File: src/rtl/rom_dl_sequencer.sv
// ROM download sequencer: routes ioctl bytes to SDRAM port1/port2 (toggle handshake) or the BG loader.
// Optional ack watchdog enabled by defining DL_TIMEOUT_EN.
module rom_dl_sequencer #(
  parameter logic [24:0] SP_BASE  = 25'h12000,
  parameter logic [24:0] BG_BASE  = 25'h32000,
  parameter logic [24:0] ROM_END  = 25'h3A000,
  parameter int          RST_HOLD = 16,
  parameter int          TIMEOUT  = 1024
) (
  input  logic        clk_sys,
  input  logic        reset_n,
  input  logic        ioctl_download,
  input  logic        ioctl_wr,
  input  logic [24:0] ioctl_addr,
  input  logic [7:0]  ioctl_dout,
  output logic        ioctl_wait,
  output logic        port1_req,
  input  logic        port1_ack,
  output logic [22:0] port1_a,
  output logic [1:0]  port1_ds,
  output logic [15:0] port1_d,
  output logic        port2_req,
  input  logic        port2_ack,
  output logic [22:0] port2_a,
  output logic [1:0]  port2_ds,
  output logic [15:0] port2_d,
  output logic [24:0] dl_addr,
  output logic        dl_wr,
  output logic [7:0]  dl_data,
  output logic        rom_loaded,
  output logic        core_reset,
  output logic        dl_error
);

  localparam logic [1:0] IDLE     = 2'd0;
  localparam logic [1:0] ISSUE    = 2'd1;
  localparam logic [1:0] WAIT_ACK = 2'd2;

  localparam logic [1:0] R_P1   = 2'd0;
  localparam logic [1:0] R_P2   = 2'd1;
  localparam logic [1:0] R_BG   = 2'd2;
  localparam logic [1:0] R_DROP = 2'd3;

  logic [1:0]  state;
  logic [1:0]  region;
  logic [24:0] buf_addr;
  logic [7:0]  buf_data;
  logic [24:0] sp_off;
  logic [24:0] bg_off;
  logic        ack_match;
  logic        dl_prev;
  logic        load_pending;
  logic [15:0] hold_cnt;

`ifdef DL_TIMEOUT_EN
  logic [15:0] to_cnt;
`else
  assign dl_error = 1'b0;
`endif

  function automatic logic [1:0] classify(input logic [24:0] a);
    if (a < SP_BASE)      return R_P1;
    else if (a < BG_BASE) return R_P2;
    else if (a < ROM_END) return R_BG;
    else                  return R_DROP;
  endfunction

  // Offsets wrap in 25 bits; each is only consumed inside its own region.
  assign sp_off     = buf_addr - SP_BASE;
  assign bg_off     = buf_addr - BG_BASE;
  assign ack_match  = (region == R_P1) ? (port1_ack == port1_req) : (port2_ack == port2_req);
  assign ioctl_wait = (state != IDLE);
  assign core_reset = !rom_loaded || ioctl_download || (hold_cnt != 16'd0);

  always_ff @(posedge clk_sys or negedge reset_n) begin
    if (!reset_n) begin
      state        <= IDLE;
      region       <= R_DROP;
      buf_addr     <= '0;
      buf_data     <= '0;
      port1_req    <= 1'b0;
      port1_a      <= '0;
      port1_ds     <= '0;
      port1_d      <= '0;
      port2_req    <= 1'b0;
      port2_a      <= '0;
      port2_ds     <= '0;
      port2_d      <= '0;
      dl_addr      <= '0;
      dl_wr        <= 1'b0;
      dl_data      <= '0;
      rom_loaded   <= 1'b0;
      dl_prev      <= 1'b0;
      load_pending <= 1'b0;
      hold_cnt     <= '0;
`ifdef DL_TIMEOUT_EN
      to_cnt       <= '0;
      dl_error     <= 1'b0;
`endif
    end else begin
      dl_wr   <= 1'b0;
      dl_prev <= ioctl_download;
      if (hold_cnt != 16'd0) hold_cnt <= hold_cnt - 16'd1;

      // Completion waits for the sequencer to drain so the last byte lands before the core restarts.
      if (!ioctl_download && dl_prev) begin
        load_pending <= 1'b1;
      end else if (ioctl_download) begin
        load_pending <= 1'b0;
      end else if (load_pending && state == IDLE) begin
        load_pending <= 1'b0;
        rom_loaded   <= 1'b1;
        hold_cnt     <= 16'(RST_HOLD);
      end

      case (state)
        IDLE: begin
          if (ioctl_wr && ioctl_download) begin
            buf_addr <= ioctl_addr;
            buf_data <= ioctl_dout;
            region   <= classify(ioctl_addr);
            state    <= ISSUE;
          end
        end
        ISSUE: begin
`ifdef DL_TIMEOUT_EN
          to_cnt <= '0;
`endif
          case (region)
            R_P1: begin
              port1_a   <= buf_addr[23:1];
              port1_ds  <= {buf_addr[0], ~buf_addr[0]};
              port1_d   <= {buf_data, buf_data};
              port1_req <= ~port1_req;
              state     <= WAIT_ACK;
            end
            R_P2: begin
              port2_a   <= {5'd0, sp_off[18:17], sp_off[14:0], sp_off[16]};
              port2_ds  <= {sp_off[15], ~sp_off[15]};
              port2_d   <= {buf_data, buf_data};
              port2_req <= ~port2_req;
              state     <= WAIT_ACK;
            end
            R_BG: begin
              dl_addr <= bg_off;
              dl_data <= buf_data;
              dl_wr   <= 1'b1;
              state   <= IDLE;
            end
            default: state <= IDLE;
          endcase
        end
        WAIT_ACK: begin
          if (ack_match) begin
            state <= IDLE;
`ifdef DL_TIMEOUT_EN
          end else if (to_cnt == 16'(TIMEOUT - 1)) begin
            state    <= IDLE;
            dl_error <= 1'b1;
          end else begin
            to_cnt <= to_cnt + 16'd1;
`endif
          end
        end
        default: state <= IDLE;
      endcase
    end
  end

endmodule
File: config.mk
export PLATFORM = sky130hd
export DESIGN_NAME = rom_dl_sequencer
export DESIGN_NICKNAME = d
export VERILOG_FILES = /design/src/rtl/rom_dl_sequencer.sv
export SDC_FILE = /design/constraint.sdc
export NUM_CORES = 1
export LEC_CHECK = 0
export CAP_MARGIN = 15
export CORE_AREA = 2 2 107 161
export CTS_CLUSTER_DIAMETER = 30
export DETAILED_ROUTE_END_ITERATION = 8
export DIE_AREA = 0 0 109 163
export DONT_BUFFER_PORTS = 1
export SETUP_SLACK_MARGIN = 0.1
export SLEW_MARGIN = 10
export SYNTH_ARGS = -nofsm -noshare
export SYNTH_HDL_FRONTEND = slang
export SYNTH_SLANG_ARGS = --single-unit
File: constraint.sdc
create_clock -name clk_sys -period 1.9 [get_ports clk_sys]
set_clock_uncertainty 0.1 [all_clocks]
set_input_delay 0.285 -clock clk_sys [delete_from_list [all_inputs] [get_ports clk_sys]]
set_output_delay 0.285 -clock clk_sys [all_outputs]
set_load 0.02 [all_outputs]
-- Yosys cells after proc, flatten, opt, wreduce, memory -nomap -nowiden
Index checks and enable logic that the tools add are counted.
- add/subtract/negate cells: 3
- $lt $le $gt $ge: 3
- eq/ne operators: 8
- mux-type cells: 17
- bitwise gates (word level): 6
- reductions and logical operators: 19
- operators with widths (operator ; count):
    16-bit two-way mux ; 4
    25-bit by 18-bit less-than comparator with 1-bit output (second input constant) ; 2
    25-bit by 17-bit less-than comparator with 1-bit output (second input constant) ; 1
    25-bit by 18-bit subtractor with 25-bit output (second input constant) ; 1
    19-bit by 17-bit subtractor with 19-bit output (second input constant) ; 1
    16-bit nonzero test ; 1
    16-bit by 1-bit subtractor with 16-bit output (second input constant) ; 1
    2-bit two-way mux ; 5
    2-bit AND reduction ; 5
    1-bit two-way mux ; 7
    1-bit NOT ; 6
    2-bit one-hot mux with 3 select lines ; 1
    2-bit by 1-bit == test with 1-bit output (second input constant) ; 2
    2-bit == test (second input constant) ; 2
    2-bit logical NOT ; 2
    1-bit logical AND ; 3
    3-bit AND reduction ; 1
    3-bit nonzero test ; 1
    1-bit == test ; 2
    1-bit logical NOT ; 2
    1-bit logical OR ; 2
    2-bit by 1-bit != test with 1-bit output (second input constant) ; 1
    2-bit != test (second input constant) ; 1
    2-bit nonzero test ; 1
    2-bit OR reduction ; 1
- flip-flop bits (word level): 169
- word-level logic and storage cells: 75

-- Logic depth before layout (Yosys ltp)
- depth after elaboration: 5
- mapped depth: 7
- mapped depth without buffers: 6

-- Least setup slack after synthesis
OpenSTA, ideal clock, no wires.
- kind: flip-flop to output port
- start: register hold_cnt[0]
- end: output port core_reset
- data arrival time: 1.682 ns
- required time: 1.515 ns
- setup slack: -0.167 ns
- cell stages (with the launch flop): 6
- path buffers: 0
- cell sequence: dfrtp_1 inv_1 ha_1 nor3b_1 nand4_1 or3b_2
- word-level cells in the longest chain between the ends: 2
- ends and longest elaborated chain (what ; RTL line ; source):
    from (decl) ; 53 ; logic [15:0] hold_cnt;
    from (signal assigned) ; 103 ; if (hold_cnt != 16'd0) hold_cnt <= hold_cnt - 16'd1;
    from (signal assigned) ; 113 ; hold_cnt <= 16'(RST_HOLD);
    16-bit nonzero test ; 73 ; assign core_reset = !rom_loaded || ioctl_download || (hold_cnt != 16'd0);
    1-bit logical OR ; 73 ;
    to (decl) ; 31 ; output logic core_reset,
Every way passes these cells.

-- Final worst setup path
- start: register hold_cnt[1]
- end: output port core_reset
Same word-level chain as after synthesis.

==> flow_summary.yaml <==
floorplanning:
  die-area_sq_um: 17800
  core_region_area_sq_um: 16500
  start_util: 0.390
  fp-row-count: 58
  die_y_um: 163
  boundaryPins: 161
  die_x_um: 109
sta:
  finalHoldViolations: 153
  fin_crit_sh: 1.19
  holdWs_ns: -0.538
  fin_crit_ns: 2.26
  slew_violations: 0
  rsz0062_at_grt: "true"
  setup_viol: 2
  final.setup.worst_slack_ns: -0.360
  max_freq_mhz: 443
global_route:
  antenna_found_initial: 0
  grt_max_degree: 154
  grt_first_pass_wirelength_um: 24700
  overflow: 0
  grt_pass1_vias: 4603
  track_usage: 0.185
finish:
  final_cells: 859
  fin_util: 0.487
  nNetsFinal: 678
  drive_gt1_frac: 0.296
  syn_to_final_growth_pct: 25.0
  post-route-cell-area_sq_um: 8020
  num_antenna_cells: 0
pwr:
  power.share.sequential: 0.480
  clkPwrFrac: 0.296
  swShare: 0.354
  p_comb_frac: 0.224
  power.total_uw: 11100
  ir_drop_mv: 0.976
  p_int_uw: 7190
  leakagePower_uw: 0.00375
  p_per_area_nw_per_um2: 1390
  p_switching_uw: 3940
critical_path:
  required_ns: 1.51
  crit_start: "hold_cnt[1]"
  cp_max_fo: 2
  rr_startpoint: "hold_cnt[7]"
  worst_setup_path_end_kind: "primary output"
  r2r_slack_ns: -0.05
  critical_path_arrival_ns: 1.87
  critPathKind: "flip-flop to primary output"
  start_kind: "flip-flop"
placement:
  dp.cells: 776
  numPortBuffers: 0
  gp_congestion: 0.792
  post_dp_cell_area_sq_um: 6790
  place_hpwl_um: 10200
clock_network:
  clk_pin_slew_worst_paths_ns: 0.06
  cts.sinks: 153
  cts_tree: "built"
  cts_root_buf: "clkbuf_16"
  htree_levels: 4
  hold_buffers: 35
  worstSkewPairLatency_ns: 0.42
  clock_path_buffers: 2
  numCtsBuffers: 17
worst_hold_path:
  hold_class: "primary input to asynchronous set/reset pin"
routing:
  final_antenna_net_count: 0
  drc: 0
  totalWireLength_um: 16000
  drt_iter0_drc: 258
  wl_per_cell_um: 18.6
  vias: 4411
  first_pass_iters: 4
  via_per_inst: 5.14
logic_synthesis:
  ys_ff_latch: 153
  syn_avg_cell_area_sq_um: 11.2
  async_flop_share: 1.00
  synthFlopType: "dfrtp_1"
  ys_top_cells_by_area: "dfrtp_1 (59%), mux2_2 (11%), nand2_1 (9.5%)"
  synth_edf_count: 0
  synth.top_cell.area_share: 0.589
  synth_seq_area_share: 0.597
  synthesis.area_sq_um: 6420
  yosysWarnings: 0
  post-synth-top-area-cell: "dfrtp_1"
  syn_inst: 575
  synthDistinctLibCells: 48
run_status:
  failed_checks: "hold timing, setup timing"
  outcome: "finished, violations left"
job:
  maxCapViolations: 0
## worst paths after layout
kind	to	cells past startpoint
max	core_reset	5
min	hold_cnt[7]	0
max reg2reg	hold_cnt[14]	5
min reg2reg	dl_addr[2]	2
max in group asynchronous	region[1]	0
min in group clk_sys	region[0]	3
## power groups by stage
stage	clock (uW)	combinational (uW)	sequential (uW)
5_1_grt	3510	2730	5460
3_5_place_dp	0	1770	5350
4_1_cts	3370	2180	5310
2_1_floorplan	0	1440	5080
6_report	3300	2490	5340
3_3_place_gp	0	1700	5300
## timing repair
item                                    CTS  global route
resized for setup                        16            24
pin swaps                                 7            15
gates cloned                              1             0
buffers inserted                         10             7
endpoints found under the hold margin   191           153
endpoints found under the setup margin   10            18
## placed cells by master, fill, tap and decap left out, types with 3 or more instances in the layout
cell and instances:
a21oi_1 9, a21oi_2 11, and2_1 3, buf_12 7, buf_4 39, clkbuf_16 17, clkinv_2 3, conb_1 6
dfrtp_1 150, dlygate4sd3_1 35, inv_1 4, inv_2 3, inv_6 5, mux2_2 64, nand2_1 159, nand2_2 3
nand2b_1 5, nand3_1 4, nand4_1 3, nor2_1 11, nor4_4 4, o21ai_0 25, o31ai_1 3, or3_1 6
xnor2_1 10, xor2_1 4
## Yosys cell counts, drive strengths merged, types with 2 or more instances
cell / count
nand4: 3
buf: 34
nor3: 4
mux2: 64
or3b: 4
or2: 2
nor2: 13
dfrtp: 151
or4: 2
a21oi: 20
ha: 3
nand2b: 5
xor2: 4
or3: 7
and2: 3
nor3b: 3
xnor2: 11
o31ai: 4
o21ai: 27
or4b: 2
nand3b: 2
nand2: 162
nor4: 6
nand4b: 2
nand3: 4
dfstp: 2
inv: 7
clkbuf: 12
## layout make-up
cell class                 instances  area (sq um)
fill                            1452          8450
timing repair buffer              82           795
clock buffer                      18           439
clock inverter                    14           136
tap                              210           263
inverter                           7          26.3
sequential                       153          3830
multi-input combinational        375          2530
## registers in the layout, indices dropped and copies added (netlist names)
signal / flops
buf_addr: 25
dl_addr: 25
port1_a: 23
port2_a: 18
hold_cnt: 16
buf_data: 8
dl_data: 8
port1_d: 8
port2_d: 8
port1_ds: 2
port2_ds: 2
region: 2
state: 2
dl_prev: 1
dl_wr: 1
load_pending: 1
port1_req: 1
port2_req: 1
rom_loaded: 1
## logic make-up after synthesis
group	after synthesis	synth area share
mux	65	0.114
simple gates	225	0.161
buf+inv	53	0.0472
compound gates	60	0.0538
other cells	1	0.000584
flops	153	0.597
xor+xnor	15	0.0205
fa+ha+maj	3	0.00585
## per-stage QoR
stage               TNS, ns  setup slack [ns]
global placement          0           0.00150
finish               -0.412            -0.360
detailed placement   -0.150           -0.0416
floorplan                 0            0.0574
global route         -0.772            -0.450
CTS                  -0.327            -0.320
## per-layer routing
layer	GRT usage	wire length (um)	up-vias
met1	0.218	6310	2217
li1	-	-	2025
met3	0.0496	874	30
met2	0.316	8410	139
met4	0.0705	386	0
met5	0	0	-
## critical path, cell delays in order, from the launching register on
cell and delay (ns):
dfrtp_1 0.39, inv_2 0.09, ha_4 0.13, nor3b_4 0.20, nand4_1 0.17, or3b_4 0.48
(Power assumes the default switching activity.)
